==> src/rtl/xgriscv_muldiv_pkg.sv <==
// Shared definitions for the iterative RV32M multiply/divide unit:
// operand widths, funct3 operation codes and FSM state encoding.
package xgriscv_muldiv_pkg;

  localparam int XLEN        = 32;
  localparam int RFIDX_WIDTH = 5;
  localparam int ITERS       = XLEN;
  localparam int CNT_W       = $clog2(ITERS);

  // funct3 encodings of the RV32M instructions
  typedef enum logic [2:0] {
    MD_MUL    = 3'b000,
    MD_MULH   = 3'b001,
    MD_MULHSU = 3'b010,
    MD_MULHU  = 3'b011,
    MD_DIV    = 3'b100,
    MD_DIVU   = 3'b101,
    MD_REM    = 3'b110,
    MD_REMU   = 3'b111
  } md_op_e;

  typedef enum logic [1:0] {
    S_IDLE = 2'd0,
    S_RUN  = 2'd1,
    S_DONE = 2'd2
  } md_state_e;

  // Two's-complement negate when requested
  function automatic logic [XLEN-1:0] negate_if(input logic neg, input logic [XLEN-1:0] v);
    return neg ? -v : v;
  endfunction

endpackage

==> src/rtl/xgriscv_muldiv_iter_core.sv <==
// Datapath of the iterative unit: holds the shift-add accumulator and the
// restoring-divide quotient/remainder, advancing one step per enable.
// Both loops step in lockstep on the same magnitudes; the top picks the
// one that matches the latched operation.  The next-step values are exported
// so the top can register the final result in the same edge as the last step.
module muldiv_iter_core
  import xgriscv_muldiv_pkg::*;
(
  input  logic                clk,
  input  logic                reset,
  input  logic                load,
  input  logic                en,
  input  logic [XLEN-1:0]     opa,       // |a|: multiplicand / dividend
  input  logic [XLEN-1:0]     opb,       // |b|: multiplier / divisor
  output logic [2*XLEN-1:0]   acc_next,
  output logic [XLEN-1:0]     quot_next,
  output logic [XLEN-1:0]     rem_next
);

  logic [XLEN-1:0]   opa_reg;
  logic [XLEN-1:0]   opb_reg;
  logic [2*XLEN-1:0] acc_reg;
  logic [XLEN-1:0]   quot_reg;
  logic [XLEN-1:0]   rem_reg;

  logic [XLEN:0]     mul_sum;
  logic [XLEN:0]     rem_shift;
  logic [XLEN:0]     rem_diff;

  // One multiply step and one restoring-divide step
  always_comb begin
    // Add the multiplicand to the upper half when the current multiplier bit is set,
    // then shift the whole accumulator right by one (carry enters at the top).
    mul_sum   = {1'b0, acc_reg[2*XLEN-1:XLEN]} + (acc_reg[0] ? {1'b0, opa_reg} : '0);
    acc_next  = {mul_sum, acc_reg[XLEN-1:1]};

    // Shift the next dividend bit into the remainder and try subtracting the divisor.
    // The remainder is always below the divisor, so XLEN+1 bits hold the shifted value
    // and a set top bit of the difference means the subtraction went negative.
    rem_shift = {rem_reg, quot_reg[XLEN-1]};
    rem_diff  = rem_shift - {1'b0, opb_reg};
    if (!rem_diff[XLEN]) begin
      rem_next  = rem_diff[XLEN-1:0];
      quot_next = {quot_reg[XLEN-2:0], 1'b1};
    end else begin
      rem_next  = rem_shift[XLEN-1:0];
      quot_next = {quot_reg[XLEN-2:0], 1'b0};
    end
  end

  // Operand load and per-step state update
  always_ff @(posedge clk or posedge reset) begin
    if (reset) begin
      opa_reg  <= '0;
      opb_reg  <= '0;
      acc_reg  <= '0;
      quot_reg <= '0;
      rem_reg  <= '0;
    end else if (load) begin
      opa_reg  <= opa;
      opb_reg  <= opb;
      acc_reg  <= {{XLEN{1'b0}}, opb};
      quot_reg <= opa;
      rem_reg  <= '0;
    end else if (en) begin
      acc_reg  <= acc_next;
      quot_reg <= quot_next;
      rem_reg  <= rem_next;
    end
  end

endmodule

==> src/rtl/xgriscv_muldiv.sv <==
// Iterative RV32M multiply/divide unit. Launches on start in IDLE, runs
// ITERS steps, then issues one regfile write (we/wa/wd) in a single DONE cycle.
// Divide-by-zero and signed overflow bypass the loop and finish next cycle.
module xgriscv_muldiv
  import xgriscv_muldiv_pkg::*;
(
  input  logic                   clk,
  input  logic                   reset,
  input  logic                   start,
  input  logic                   flush,
  input  logic [2:0]             op,
  input  logic [XLEN-1:0]        a,
  input  logic [XLEN-1:0]        b,
  input  logic [RFIDX_WIDTH-1:0] rd,
  output logic                   busy,
  output logic                   done,
  output logic                   we,
  output logic [RFIDX_WIDTH-1:0] wa,
  output logic [XLEN-1:0]        wd
);

  localparam logic [CNT_W-1:0] LAST_STEP = CNT_W'(ITERS - 1);
  localparam logic [XLEN-1:0]  INT_MIN   = {1'b1, {(XLEN-1){1'b0}}};

  md_state_e              state_reg, state_next;
  logic [CNT_W-1:0]       count_reg, count_next;
  md_op_e                 op_reg;
  logic [RFIDX_WIDTH-1:0] rd_reg;
  logic                   neg_q_reg;   // product / quotient must be negated
  logic                   neg_r_reg;   // remainder must be negated (dividend sign)
  logic [RFIDX_WIDTH-1:0] wa_reg;
  logic [XLEN-1:0]        wd_reg;

  md_op_e                 op_in;
  logic                   a_signed, b_signed, a_neg, b_neg;
  logic [XLEN-1:0]        a_mag, b_mag;
  logic                   div_by_zero, div_ovf, special;
  logic [XLEN-1:0]        special_result;
  logic                   capture, finish;

  logic [2*XLEN-1:0]      acc_next;
  logic [XLEN-1:0]        quot_next, rem_next;
  logic [2*XLEN-1:0]      prod_fix;
  logic [XLEN-1:0]        run_result;

  // Operand decode: signedness, magnitudes and the cases that skip the loop
  always_comb begin
    op_in    = md_op_e'(op);
    a_signed = (op_in == MD_MULH) || (op_in == MD_MULHSU) || (op_in == MD_DIV) || (op_in == MD_REM);
    b_signed = (op_in == MD_MULH) || (op_in == MD_DIV) || (op_in == MD_REM);
    a_neg    = a_signed && a[XLEN-1];
    b_neg    = b_signed && b[XLEN-1];
    a_mag    = negate_if(a_neg, a);
    b_mag    = negate_if(b_neg, b);

    div_by_zero = op_in[2] && (b == '0);
    div_ovf     = ((op_in == MD_DIV) || (op_in == MD_REM)) && (a == INT_MIN) && (b == '1);
    special     = div_by_zero || div_ovf;

    // op[1] selects the remainder flavour among the divides
    if (div_by_zero) special_result = op_in[1] ? a : '1;
    else             special_result = op_in[1] ? '0 : INT_MIN;
  end

  // FSM next state, step counter and launch/finish strobes
  always_comb begin
    state_next = state_reg;
    count_next = count_reg;
    capture    = 1'b0;
    finish     = 1'b0;
    case (state_reg)
      S_IDLE: begin
        if (start && !flush) begin
          capture    = 1'b1;
          count_next = '0;
          state_next = special ? S_DONE : S_RUN;
        end
      end
      S_RUN: begin
        if (flush) begin
          state_next = S_IDLE;
        end else if (count_reg == LAST_STEP) begin
          finish     = 1'b1;
          state_next = S_DONE;
        end else begin
          count_next = count_reg + CNT_W'(1);
        end
      end
      S_DONE:  state_next = S_IDLE;
      default: state_next = S_IDLE;
    endcase
  end

  muldiv_iter_core u_core (
    .clk       (clk),
    .reset     (reset),
    .load      (capture && !special),
    .en        (state_reg == S_RUN),
    .opa       (a_mag),
    .opb       (b_mag),
    .acc_next  (acc_next),
    .quot_next (quot_next),
    .rem_next  (rem_next)
  );

  // Sign fix-up of the final step's values and selection by operation
  always_comb begin
    prod_fix = neg_q_reg ? -acc_next : acc_next;
    if (!op_reg[2])
      run_result = (op_reg == MD_MUL) ? prod_fix[XLEN-1:0] : prod_fix[2*XLEN-1:XLEN];
    else
      run_result = op_reg[1] ? negate_if(neg_r_reg, rem_next) : negate_if(neg_q_reg, quot_next);
  end

  // State, latched operation info and write-port registers
  always_ff @(posedge clk or posedge reset) begin
    if (reset) begin
      state_reg <= S_IDLE;
      count_reg <= '0;
      op_reg    <= MD_MUL;
      rd_reg    <= '0;
      neg_q_reg <= 1'b0;
      neg_r_reg <= 1'b0;
      wa_reg    <= '0;
      wd_reg    <= '0;
    end else begin
      state_reg <= state_next;
      count_reg <= count_next;
      if (capture) begin
        op_reg    <= op_in;
        rd_reg    <= rd;
        neg_q_reg <= a_neg ^ b_neg;
        neg_r_reg <= a_neg;
      end
      if (capture && special) begin
        wd_reg <= special_result;
        wa_reg <= rd;
      end else if (finish) begin
        wd_reg <= run_result;
        wa_reg <= rd_reg;
      end
    end
  end

  // A flush in the DONE cycle suppresses the pulse and the write
  assign busy = (state_reg != S_IDLE);
  assign done = (state_reg == S_DONE) && !flush;
  assign we   = done && (wa_reg != '0);
  assign wa   = wa_reg;
  assign wd   = wd_reg;

endmodule

==> config.mk <==
export PLATFORM = sky130hd
export DESIGN_NAME = xgriscv_muldiv
export DESIGN_NICKNAME = d
export VERILOG_FILES = /design/src/rtl/xgriscv_muldiv_pkg.sv /design/src/rtl/xgriscv_muldiv_iter_core.sv /design/src/rtl/xgriscv_muldiv.sv
export SDC_FILE = /design/constraint.sdc
export NUM_CORES = 1
export LEC_CHECK = 0
export ABC_AREA = 1
export BUFFER_PORTS_ARGS = -buffer_cell sky130_fd_sc_hd__buf_2
export CELL_PAD_IN_SITES_DETAIL_PLACEMENT = 1
export CELL_PAD_IN_SITES_GLOBAL_PLACEMENT = 1
export CORE_MARGIN = 3
export CORE_UTILIZATION = 48
export CTS_CLUSTER_SIZE = 24
export DETAILED_ROUTE_END_ITERATION = 7
export PLACE_DENSITY = 0.86
export SLEW_MARGIN = 5
export SYNTH_ARGS = -nofsm -noshare
export SYNTH_HDL_FRONTEND = slang
export SYNTH_SLANG_ARGS = --single-unit
==> constraint.sdc <==
create_clock -name clk -period 10 [get_ports clk]
set_clock_uncertainty 0.15 [all_clocks]
set_input_delay 0 -clock clk [delete_from_list [all_inputs] [get_ports clk]]
set_output_delay 0 -clock clk [all_outputs]
set_load 0.01 [all_outputs]
==> results of run 1 <==
area by class of cell:
type	count	area share, %
Timing Repair Buffer	228	6.66
Multi-Input combinational cell	2612	52.9
Clock buffer	50	4.18
Tap cell	592	3.00
Inverter	514	7.84
Clock inverter	10	0.400
Sequential cell	246	24.9
Antenna cell	6	0.0607
timing repair:
action	4_1_cts	5_1_grt
hold endpoints to repair	260	0
setup buffers	0	0
hold buffers	89	0
through the flow:
stage,power (W),instances
6_report,0.00720,4258
5_1_grt,0.00762,4255
4_1_cts,0.00700,4252
3_5_place_dp,0.00566,4103
3_3_place_gp,0.00550,4103
2_1_floorplan,0.00430,3483
cells in the mapped netlist, drive strengths merged (2+ instances only):
library cell,n
nor3,45
a21o,2
o31ai,4
nor2,360
nor3b,3
or2,14
nor4,16
nand4,61
o22ai,8
clkinv,6
o211ai,11
a21oi,222
nand3,236
ha,72
clkbuf,86
a41oi,3
dfrtp,246
o221ai,60
inv,508
xnor2,16
and3,2
o21ai,240
fa,2
a31oi,24
o21bai,7
and2,6
nand3b,21
buf,25
nand2,1087
xor2,79
o21a,3
a22oi,2
worst max-delay path, stage by stage (launching register included):
cell and delay, ns:
dfrtp_1 0.36, inv_1 0.09, ha_1 0.15, inv_1 0.07, fa_1 0.43, nand2_1 0.09
nand2_1 0.09, nand3_1 0.12, nand2_2 0.12, nand2_2 0.09, nand2_2 0.07, nand2_4 0.10
nand3_4 0.13, nand2_4 0.34, ha_1 0.30, nand4_1 0.18, nor3_1 0.33, nand2_1 0.16
nor4_1 0.40, a41oi_1 0.26, o21ai_0 0.24, a21oi_1 0.12, nor2_1 0.17, nand2_1 0.07
nand2_1 0.17, a21oi_1 0.11
final timing paths:
| kind | to | slack, ns |
|---|---|---|
| setup / recovery | wd[30] | 4.92 |
| hold / removal | u_core.acc_reg[36] | 0.004 |
| setup reg to reg | wd[30] | 4.92 |
| hold reg to reg | u_core.opa_reg[20] | 0.33 |
| max in group asynchronous | neg_q_reg | 8.03 |
| min in group clk | u_core.opb_reg[15] | 0.05 |
where the power goes:
group / total, W / internal, W / switching, W
logic: 0.00445 / 0.00123 / 0.00322
clock network: 0.00127 / 0.000746 / 0.000528
registers: 0.00148 / 0.00124 / 0.000232
total: 0.00720 / 0.00322 / 0.00398
kinds of logic (layout without fill, tap and decap cells):
logic type | count (synthesis) | count (layout) | share of synthesized area (%)
AO/OA/AOI/OAI | 591 | 591 | 15.6
XOR/XNOR | 95 | 95 | 3.85
adder cells (fa/ha/maj) | 74 | 74 | 4.35
buffers and inverters | 625 | 802 | 11.1
flip-flops | 246 | 246 | 28.4
other | 0 | 6 | 0
AND/OR/NAND/NOR | 1852 | 1852 | 36.7
routing by layer:
layer  GRT usage, %  vias up  share of wire [%]
met1           58.8    12800                 41
li1               -    11600                  -
met5              0        -              0.037
met2           65.6     1505                 43
met3           9.61      307                 10
met4           19.9        6                5.6
==> summary.md, run 1 <==
| Metric | Value |
|---|---|
| Status | finished clean |
| R2R depth | 25 |
| Async set or reset register ratio after synthesis | 100% |
| Setup TNS | 0 ns |
| HPWL Detailed | 78.5 mm |
| Fillers | approximately 6,000 |
| Seq. cell area | 6160 um^2 |
| Vias | 26,200 |
| Worst slew pin tran | about 1.3 ns |
| Post-route ant nets | 0 |
| CTS sink count | 246 |
| PwrDens | between 200 and 300 nW/um^2 |
| Synthesized Nets | 3,633 |
| Relative slew slack | 12.4% |
| CTS HTree Levels | 2 |
| Top cell type's share of synthesized area | 28.4% |
| DRC Markers | 0 |
| # setup viols final | 0 |
| Total CTS buffers | 35 |
| Final Util | around 56% |
| CORE AREA | 44,400 um^2 |
| Yosys top cell by area | dfrtp_1 |
| CP Max Fanout | 28 |
| Largest net degree at the start of global routing | 102 |
| Worst Setup Start Kind | flop |
| DRT iter0 DRCs | 2,851 |
| Post-Syn Area per Cell | between 6 and 7 um^2 |
| Post-synthesis sequential element count | 246 |
| Crit share post-route | 50.8% |
| Arrival time worst endpoint | 5.36 ns |
| Clk Tree Root Cell | clkbuf_16 |
| Worst Setup Slack post-DPL | 5.11 ns |
| Worst setup path startpoint | u_core.quot_reg[31] |
| Synth area leaders | dfrtp_1, nand2_1, inv_1 |
| Share of layout cells above drive strength 1 | 8.58% |
| Worst Hold Class | primary input to asynchronous set/reset pin |
| Post-DP Area | between 20,000 and 25,000 um^2 |
| Die Y | about 220 um |
| CTS Buffer Depth | 3 |
| CTS tree | built |
| Cts repair resizes | 0 |
| Worst Setup End Kind | flop |
| Drt pass-1 iters | 6 |
| Port Buffers | approximately 120 |
| Library cells used by synthesis | 54 |
| Vias per Instance | 6.15 |
| Row cnt | 77 |
| EDFF count, synth | 0 |
| Vias in the first global route | about 26,000 |
| Setup ws final | between 4 and 5 ns |
| Die footprint | 47,700 um^2 |
| Multi-input logic area | approximately 13,000 um^2 |
| Max FFs per register | 64 |
| Synth Flop Type | dfrtp_1 |
| Area grow syn2layout | 14.2% |
| Final Net Count | 3,787 |
| Worst Path Required | slightly above 10 ns |
| Synth Warn # | 0 |
| Routed Wire Length | 105 mm |
| # IOs | between 100 and 150 |
| Crit path kind | flop to flop |
| Gate count after technology mapping | around 3,500 |
| Worst-case vdd ir drop | 158 uV |
| Final Max Tran Viols | 0 |
| Clock network latency to the later pin of the worst-skew pair | between 0.5 and 0.6 ns |
| Gpl congestion | 1.00 |
| Max-cap violations | 0 |
| Total gr overflow | 0 |
| Final hold violation count | 0 |
| Avg WL per Cell | 24.6 um |
| Worst r2r src | u_core.quot_reg[31] |
| Min Hold Slack | 0.00437 ns |
| Worst-path clk slew | 0.06 ns |
| Fmax | between 150 and 200 MHz |
| Global-route wire length before repair | between 150 and 200 mm |
| Die width | roughly 220 um |
| Leakage Power | 13.1 nW |
| Post-synthesis sequential area ratio | 28.4% |
| Unrepaired setup endpoints after global routing | no |
| Post-layout min period | 5.08 ns |
| Finished Cell Area | 24,700 um^2 |
| Total track usage | a little over two fifths |
| Initial antenna violation count | 7 |
| Initial Utilization | 48.7% |
| Commonest non-fill, non-tap cell in the layout | nand2_1 |
| Commonest non-fill, non-tap cells in the layout | nand2_1, inv_1, nor2_1 |
| Post-synthesis instance area | 21,600 um^2 |
(Power assumes the default switching activity.)
==> run 2, diff against run 1 <==
Settings changed: CORE_UTILIZATION 48 to 40, PLACE_DENSITY 0.86 to 0.77.
Clock period 10 ns to 4.5 ns, I/O delays scaled along.
==> summary.md, run 2 (synthesis results as in run 1) <==
| Metric | Value |
|---|---|
| Crit path kind | flop to flop (unchanged) |
| Largest net degree at the start of global routing | 166 (was 102) |
| Worst slew pin tran | 1.37 ns (was 1.31 ns) |
| CTS sink count | 246 (unchanged) |
| Clk pwr share | 17.2% (was 17.7%) |
| Final Max Tran Viols | 0 (unchanged) |
| Worst-case vdd ir drop | 306 uV (was 158 uV) |
| Vias | 25,300 (was 26,200) |
| Die width | 239 um (was 218 um) |
| Clock network latency to the later pin of the worst-skew pair | 0.56 ns (was 0.57 ns) |
| Tot Pwr | 0.0162 W (was 0.00720 W) |
| Sw Share | 54.5% (was 55.2%) |
| # setup viols final | 0 (unchanged) |
| HPWL Detailed | 78.7 mm (was 78.5 mm) |
| Post-CTS Setup Repair Bufs | 0 (unchanged) |
| Worst Setup Slack post-DPL | 0.130 ns (was 5.11 ns) |
| CTS tree | built (unchanged) |
| Die Y | 239 um (was 218 um) |
| Gpl congestion | 0.965 (was 1.00) |
| Worst Setup End Kind | flop (unchanged) |
| Min-Delay Startpoint | b[12] |
| Clk Tree Root Cell | clkbuf_16 (unchanged) |
| Power Internal | 0.00735 W (was 0.00322 W) |
| Drt pass-1 iters | 5 (was 6) |
| Worst Path Required | 4.78 ns (was 10.28 ns) |
| Unrepaired setup endpoints after global routing | yes (was no) |
| Global-route wire length before repair | 154 mm (was 158 mm) |
| Arrival time worst endpoint | 4.54 ns (was 5.36 ns) |
| Vias per Instance | 5.78 (was 6.15) |
| Crit share post-route | 94.7% (was 50.8%) |
| Leakage Power | 13.2 nW (was 13.1 nW) |
| # diodes | 0 (was 6) |
| Vias in the first global route | 25,500 (was 26,400) |
| Die footprint | 56,900 um^2 (was 47,700 um^2) |
| Initial antenna violation count | 2 (was 7) |
| CTS HTree Levels | 2 (unchanged) |
| Status | finished clean (unchanged) |
| Initial Utilization | 40.8% (was 48.7%) |
| Worst Setup Start Kind | flop (unchanged) |
| Row cnt | 84 (was 77) |
| Fmax | 235 MHz (was 197 MHz) |
| CP Max Fanout | 8 (was 28) |
| Final hold violation count | 0 (unchanged) |
| Total CTS buffers | 34 (was 35) |
| Post-layout min period | 4.26 ns (was 5.08 ns) |
| Max-cap violations | 0 (unchanged) |
| Total track usage | 35.0% (was 43.3%) |
| Commonest non-fill, non-tap cell in the layout | nand2_1 (unchanged) |
| Total gr overflow | 0 (unchanged) |
| R2R Setup Slk | 0.24 ns (was 4.92 ns) |
| Worst Hold Class | primary input to flop (was primary input to asynchronous set/reset pin) |
| PwrDens | 644 nW/um^2 (was 291 nW/um^2) |
| Share of layout cells above drive strength 1 | 9.80% (was 8.58%) |
| Relative slew slack | 7.74% (was 12.4%) |
| Sequential power share | 19.7% (was 20.5%) |
| CORE AREA | 53,100 um^2 (was 44,400 um^2) |
| # IOs | 116 (unchanged) |
| Max FFs per register | 64 (unchanged) |
| Routed Wire Length | 101 mm (was 105 mm) |
| Final Net Count | 3,809 (was 3,787) |
| Worst setup path startpoint | u_core.rem_reg[12] (was u_core.quot_reg[31]) |
| Port Buffers | 115 (unchanged) |
| Worst-path clk slew | 0.07 ns (was 0.06 ns) |
| Commonest non-fill, non-tap cells in the layout | nand2_1, inv_1, nor2_1 (unchanged) |
| DRT iter0 DRCs | 2,261 (was 2,851) |
| CTS Buffer Depth | 3 (unchanged) |
| Avg WL per Cell | 23.1 um (was 24.6 um) |
| Gate power share | 63.0% (was 61.8%) |
| Sw Pwr | 0.00882 W (was 0.00398 W) |
| Area grow syn2layout | 16.1% (was 14.2%) |
| Worst r2r src | u_core.rem_reg[12] (was u_core.quot_reg[31]) |
| DRC Markers | 0 (unchanged) |
| Post-route ant nets | 0 (unchanged) |
| Setup ws final | 0.237 ns (was 4.92 ns) |
run 2: cell count changes in the layout (fill, tap and decap cells not counted), moves of 4 or more:
| cell | delta |
|---|---|
| buf_4 | +22 |
| nand2_1 | -7 |
| nand2_2 | +7 |
| diode_2 | -6 |
| buf_12 | +4 |
| dlygate4sd3_1 | -4 |
run 2: what timing repair did:
action / 4_1_cts / 5_1_grt
resized for setup: 0 / 27
endpoints found under the hold margin: 174 / 0
hold buffers: 85 / 0
endpoints found under the setup margin: 0 / 17
run 2: metrics by stage:
stage	instance area [um^2]	instances	setup TNS [ns]	util, %	hold WS (ns)
final	25100	4371	0	47.3	0.0465
after CTS	25000	4371	0	47.1	0.000121
after detailed placement	23000	4226	0	43.4	-0.0286
after global routing	25100	4371	-0.0377	47.3	0.0414
after floorplan	21600	3483	0	-	-0.0951
after global placement	23000	4226	0	43.4	-0.0441
run 2: per-layer routing:
| metal | track usage (%) | vias up | routed length [um] |
|---|---|---|---|
| met1 | 49.5 | 12500 | 44700 |
| met4 | 12.6 | 2 | 3980 |
| met5 | 0 | - | 11 |
| met3 | 5.33 | 179 | 7830 |
| met2 | 54.3 | 943 | 44500 |
| li1 | - | 11600 | - |
run 2: path summary, 6_finish.rpt:
check                                     endpoint  depth (start not counted)
worst max-delay path                        wd[15]                         18
worst min-delay path            u_core.opb_reg[12]                          4
worst max register to register              wd[15]                         18
worst min register to register   u_core.opa_reg[4]                          2
max in group asynchronous                   wd[25]                          5
min in group asynchronous       u_core.rem_reg[24]                          4
run 2: worst max-delay path, stage by stage (launching register included):
cell     delay, ns
dfrtp_1       0.43
ha_1          0.39
nand2_2       0.10
nor2_1        0.50
and3_1        0.42
nand2_1       0.08
nand2_1       0.19
xor2_1        0.24
nand2_1       0.11
nand2_2       0.12
nor2_2        0.07
nand2_1       0.21
nor2_1        0.09
nand2_2       0.09
nand2_4       0.09
o21ai_0       0.49
nand2_1       0.10
nand2_1       0.16
a21oi_1       0.09
run 2: final cells by class:
class                      count  area, um^2
clock buffer                  50        1030
multi-input combinational   2612       13200
clock inverter                10        85.1
tap                          688         861
timing repair buffer         251        1860
sequential                   246        6160
fill                        7175       28000
inverter                     514        1930
run 2: power by group through the flow:
stage	combinational, W	clock, W	sequential, W
floorplan	0.00647	0	0.00307
global placement	0.00947	0	0.00318
detailed placement	0.00969	0	0.00321
CTS	0.00984	0.00281	0.00317
global route	0.0111	0.00290	0.00326
finish	0.0102	0.00279	0.00319
==> run 3, diff against run 2 <==
Settings changed: CORE_UTILIZATION 40 to 31, PLACE_DENSITY 0.77 to 0.62.
==> summary.md, run 3 (synthesis results as in run 1) <==
| Metric | Value |
|---|---|
| Row cnt | 96 (was 84) |
| Area grow syn2layout | 18.2% (was 16.1%) |
| Post-layout min period | 4.23 ns (was 4.26 ns) |
| Top sig layer | met5 (unchanged) |
| Relative slew slack | 28.4% (was 7.74%) |
| Worst slew pin tran | 1.06 ns (was 1.37 ns) |
| Clock network latency to the later pin of the worst-skew pair | 0.57 ns (was 0.56 ns) |
| CTS sink count | 246 (unchanged) |
| CORE AREA | 68,800 um^2 (was 53,100 um^2) |
| Gpl congestion | 0.939 (was 0.965) |
| Status | finished clean (unchanged) |
| Fmax | 236 MHz (was 235 MHz) |
| Total track usage | 27.5% (was 35.0%) |
| HPWL Detailed | 81.9 mm (was 78.7 mm) |
| CTS HTree Levels | 2 (unchanged) |
| Max-cap violations | 0 (unchanged) |
| Metal3 WL | 5.51 mm (was 7.83 mm) |
| Tot Pwr | 0.0162 W (about the same) |
| # diodes | 0 (unchanged) |
| Worst Setup Start Kind | flop (unchanged) |
| Total CTS buffers | 36 (was 34) |
| WL met1 | 47.6 mm (was 44.7 mm) |
| Final Util | 37.2% (was 47.3%) |
| Worst Setup End Kind | flop (unchanged) |
| Routed Wire Length | 102 mm (was 101 mm) |
| Largest net degree at the start of global routing | 131 (was 166) |
| Min Hold Slack | 0.0501 ns (was 0.0465 ns) |
| Vias in the first global route | 24,500 (was 25,500) |
| Max FFs per register | 64 (unchanged) |
| Final Max Tran Viols | 0 (unchanged) |
| Unrepaired setup endpoints after global routing | no (was yes) |
| Die width | 270 um (was 239 um) |
| # IOs | 116 (unchanged) |
| Share of layout cells above drive strength 1 | 10.2% (was 9.80%) |
| Post-route ant nets | 0 (unchanged) |
| Vias | 24,200 (was 25,300) |
| Final hold violation count | 0 (unchanged) |
| Drt pass-1 iters | 5 (unchanged) |
| Metal2 WL | 46.5 mm (was 44.5 mm) |
| Worst-path clk slew | 0.06 ns (was 0.07 ns) |
| Clk Tree Root Cell | clkbuf_16 (unchanged) |
| Fillers | 9,015 (was 7,175) |
| Leakage Power | 13.3 nW (was 13.2 nW) |
| CP Max Fanout | 14 (was 8) |
| Commonest non-fill, non-tap cells in the layout | nand2_1, inv_1, nor2_1 (unchanged) |
| Vias per Instance | 5.22 (was 5.78) |
| DRC Markers | 0 (unchanged) |
| DRT iter0 DRCs | 1,734 (was 2,261) |
| Port Buffers | 115 (unchanged) |
| Commonest non-fill, non-tap cell in the layout | nand2_1 (unchanged) |
| Total gr overflow | 0 (unchanged) |
| Global-route wire length before repair | 154 mm (about the same) |
| Final Net Count | 3,819 (was 3,809) |
| CTS tree | built (unchanged) |
| Crit path kind | flop to flop (unchanged) |
| Die Y | 270 um (was 239 um) |
| Arrival time worst endpoint | 4.58 ns (was 4.54 ns) |
| # setup viols final | 0 (unchanged) |
| CTS Buffer Depth | 3 (unchanged) |
| Worst-case vdd ir drop | 280 uV (was 306 uV) |
| Worst Hold Class | primary input to flop (unchanged) |
| Die footprint | 73,000 um^2 (was 56,900 um^2) |
| Crit share post-route | 94.1% (was 94.7%) |
| Avg WL per Cell | 22.1 um (was 23.1 um) |
| Initial antenna violation count | 2 (unchanged) |
| PwrDens | 632 nW/um^2 (was 644 nW/um^2) |
| Worst Path Required | 4.84 ns (was 4.78 ns) |
| Initial Utilization | 31.4% (was 40.8%) |
## run 3: stage by stage
step / instances / TNS, ns / instance area [um^2] / worst slack (ns)
finish: 4626 / 0 / 25600 / 0.265
detailed placement: 4477 / -0.0147 / 23400 / -0.0147
global placement: 4477 / 0 / 23400 / 0.0384
global route: 4626 / 0 / 25600 / 0.0168
floorplan: 3483 / 0 / 21600 / 0.565
CTS: 4623 / 0 / 25500 / 0.0854
## run 3: worst paths after layout
kind,endpoint,startpoint,cells after the start,slack [ns]
worst max-delay path,wd[28],u_core.quot_reg[31],27,0.27
worst min-delay path,u_core.acc_reg[16],b[16],4,0.05
worst max register to register,wd[28],u_core.quot_reg[31],27,0.27
worst min register to register,u_core.opa_reg[24],u_core.opa_reg[24],2,0.32
max in group asynchronous,count_reg[3],reset,5,2.62
min in group asynchronous,u_core.rem_reg[28],reset,4,0.45
## run 3: power breakdown
group / internal (W) / switching (W) / total (W)
Combinational: 0.00289 / 0.00703 / 0.00992
Clock: 0.00180 / 0.00123 / 0.00303
Sequential: 0.00277 / 0.000450 / 0.00322
## run 3: area by class of cell
| type | instances | area [um^2] | area share (%) |
|---|---|---|---|
| clock buffers | 44 | 991 | 3.87 |
| clock inverters | 20 | 226 | 0.885 |
| multi-input cells | 2612 | 13200 | 51.5 |
| well taps | 931 | 1160 | 4.55 |
| repair buffers | 259 | 1920 | 7.52 |
| flip-flops and latches | 246 | 6160 | 24.1 |
| inverters | 514 | 1930 | 7.56 |
## run 3: worst max-delay path: stages, from the launching register on
cell	delay [ns]
dfrtp_1	0.36
inv_1	0.07
ha_1	0.17
inv_1	0.08
fa_2	0.37
nand2_1	0.07
nand2_1	0.08
nand3_1	0.12
nand2_2	0.10
nand2_2	0.08
nand2_2	0.07
nand2_4	0.10
nand3_4	0.11
nand2_4	0.13
buf_4	0.24
nand2_1	0.09
nand2_2	0.13
ha_1	0.23
nand3_2	0.13
inv_2	0.10
nand2_2	0.08
o21ai_1	0.38
nand2_1	0.10
nand2_1	0.09
nand3_1	0.20
nand2_1	0.13
nand2_1	0.07
a21oi_2	0.12
## run 3: repair_timing
| item | CTS | global route |
|---|---|---|
| endpoints found under the setup margin | 2 | 15 |
| resized for setup | 1 | 18 |
| endpoints found under the hold margin | 400 | 0 |
| setup buffers | 0 | 3 |
| hold buffers | 82 | 0 |
| pin swaps | 0 | 3 |
## run 3: per-layer routing
| metal | vias up | track usage, % |
|---|---|---|
| li1 | 11600 | - |
| met1 | 11900 | 38.5 |
| met2 | 585 | 45.0 |
| met3 | 107 | 3.54 |
| met4 | 2 | 6.70 |
| met5 | - | 0 |
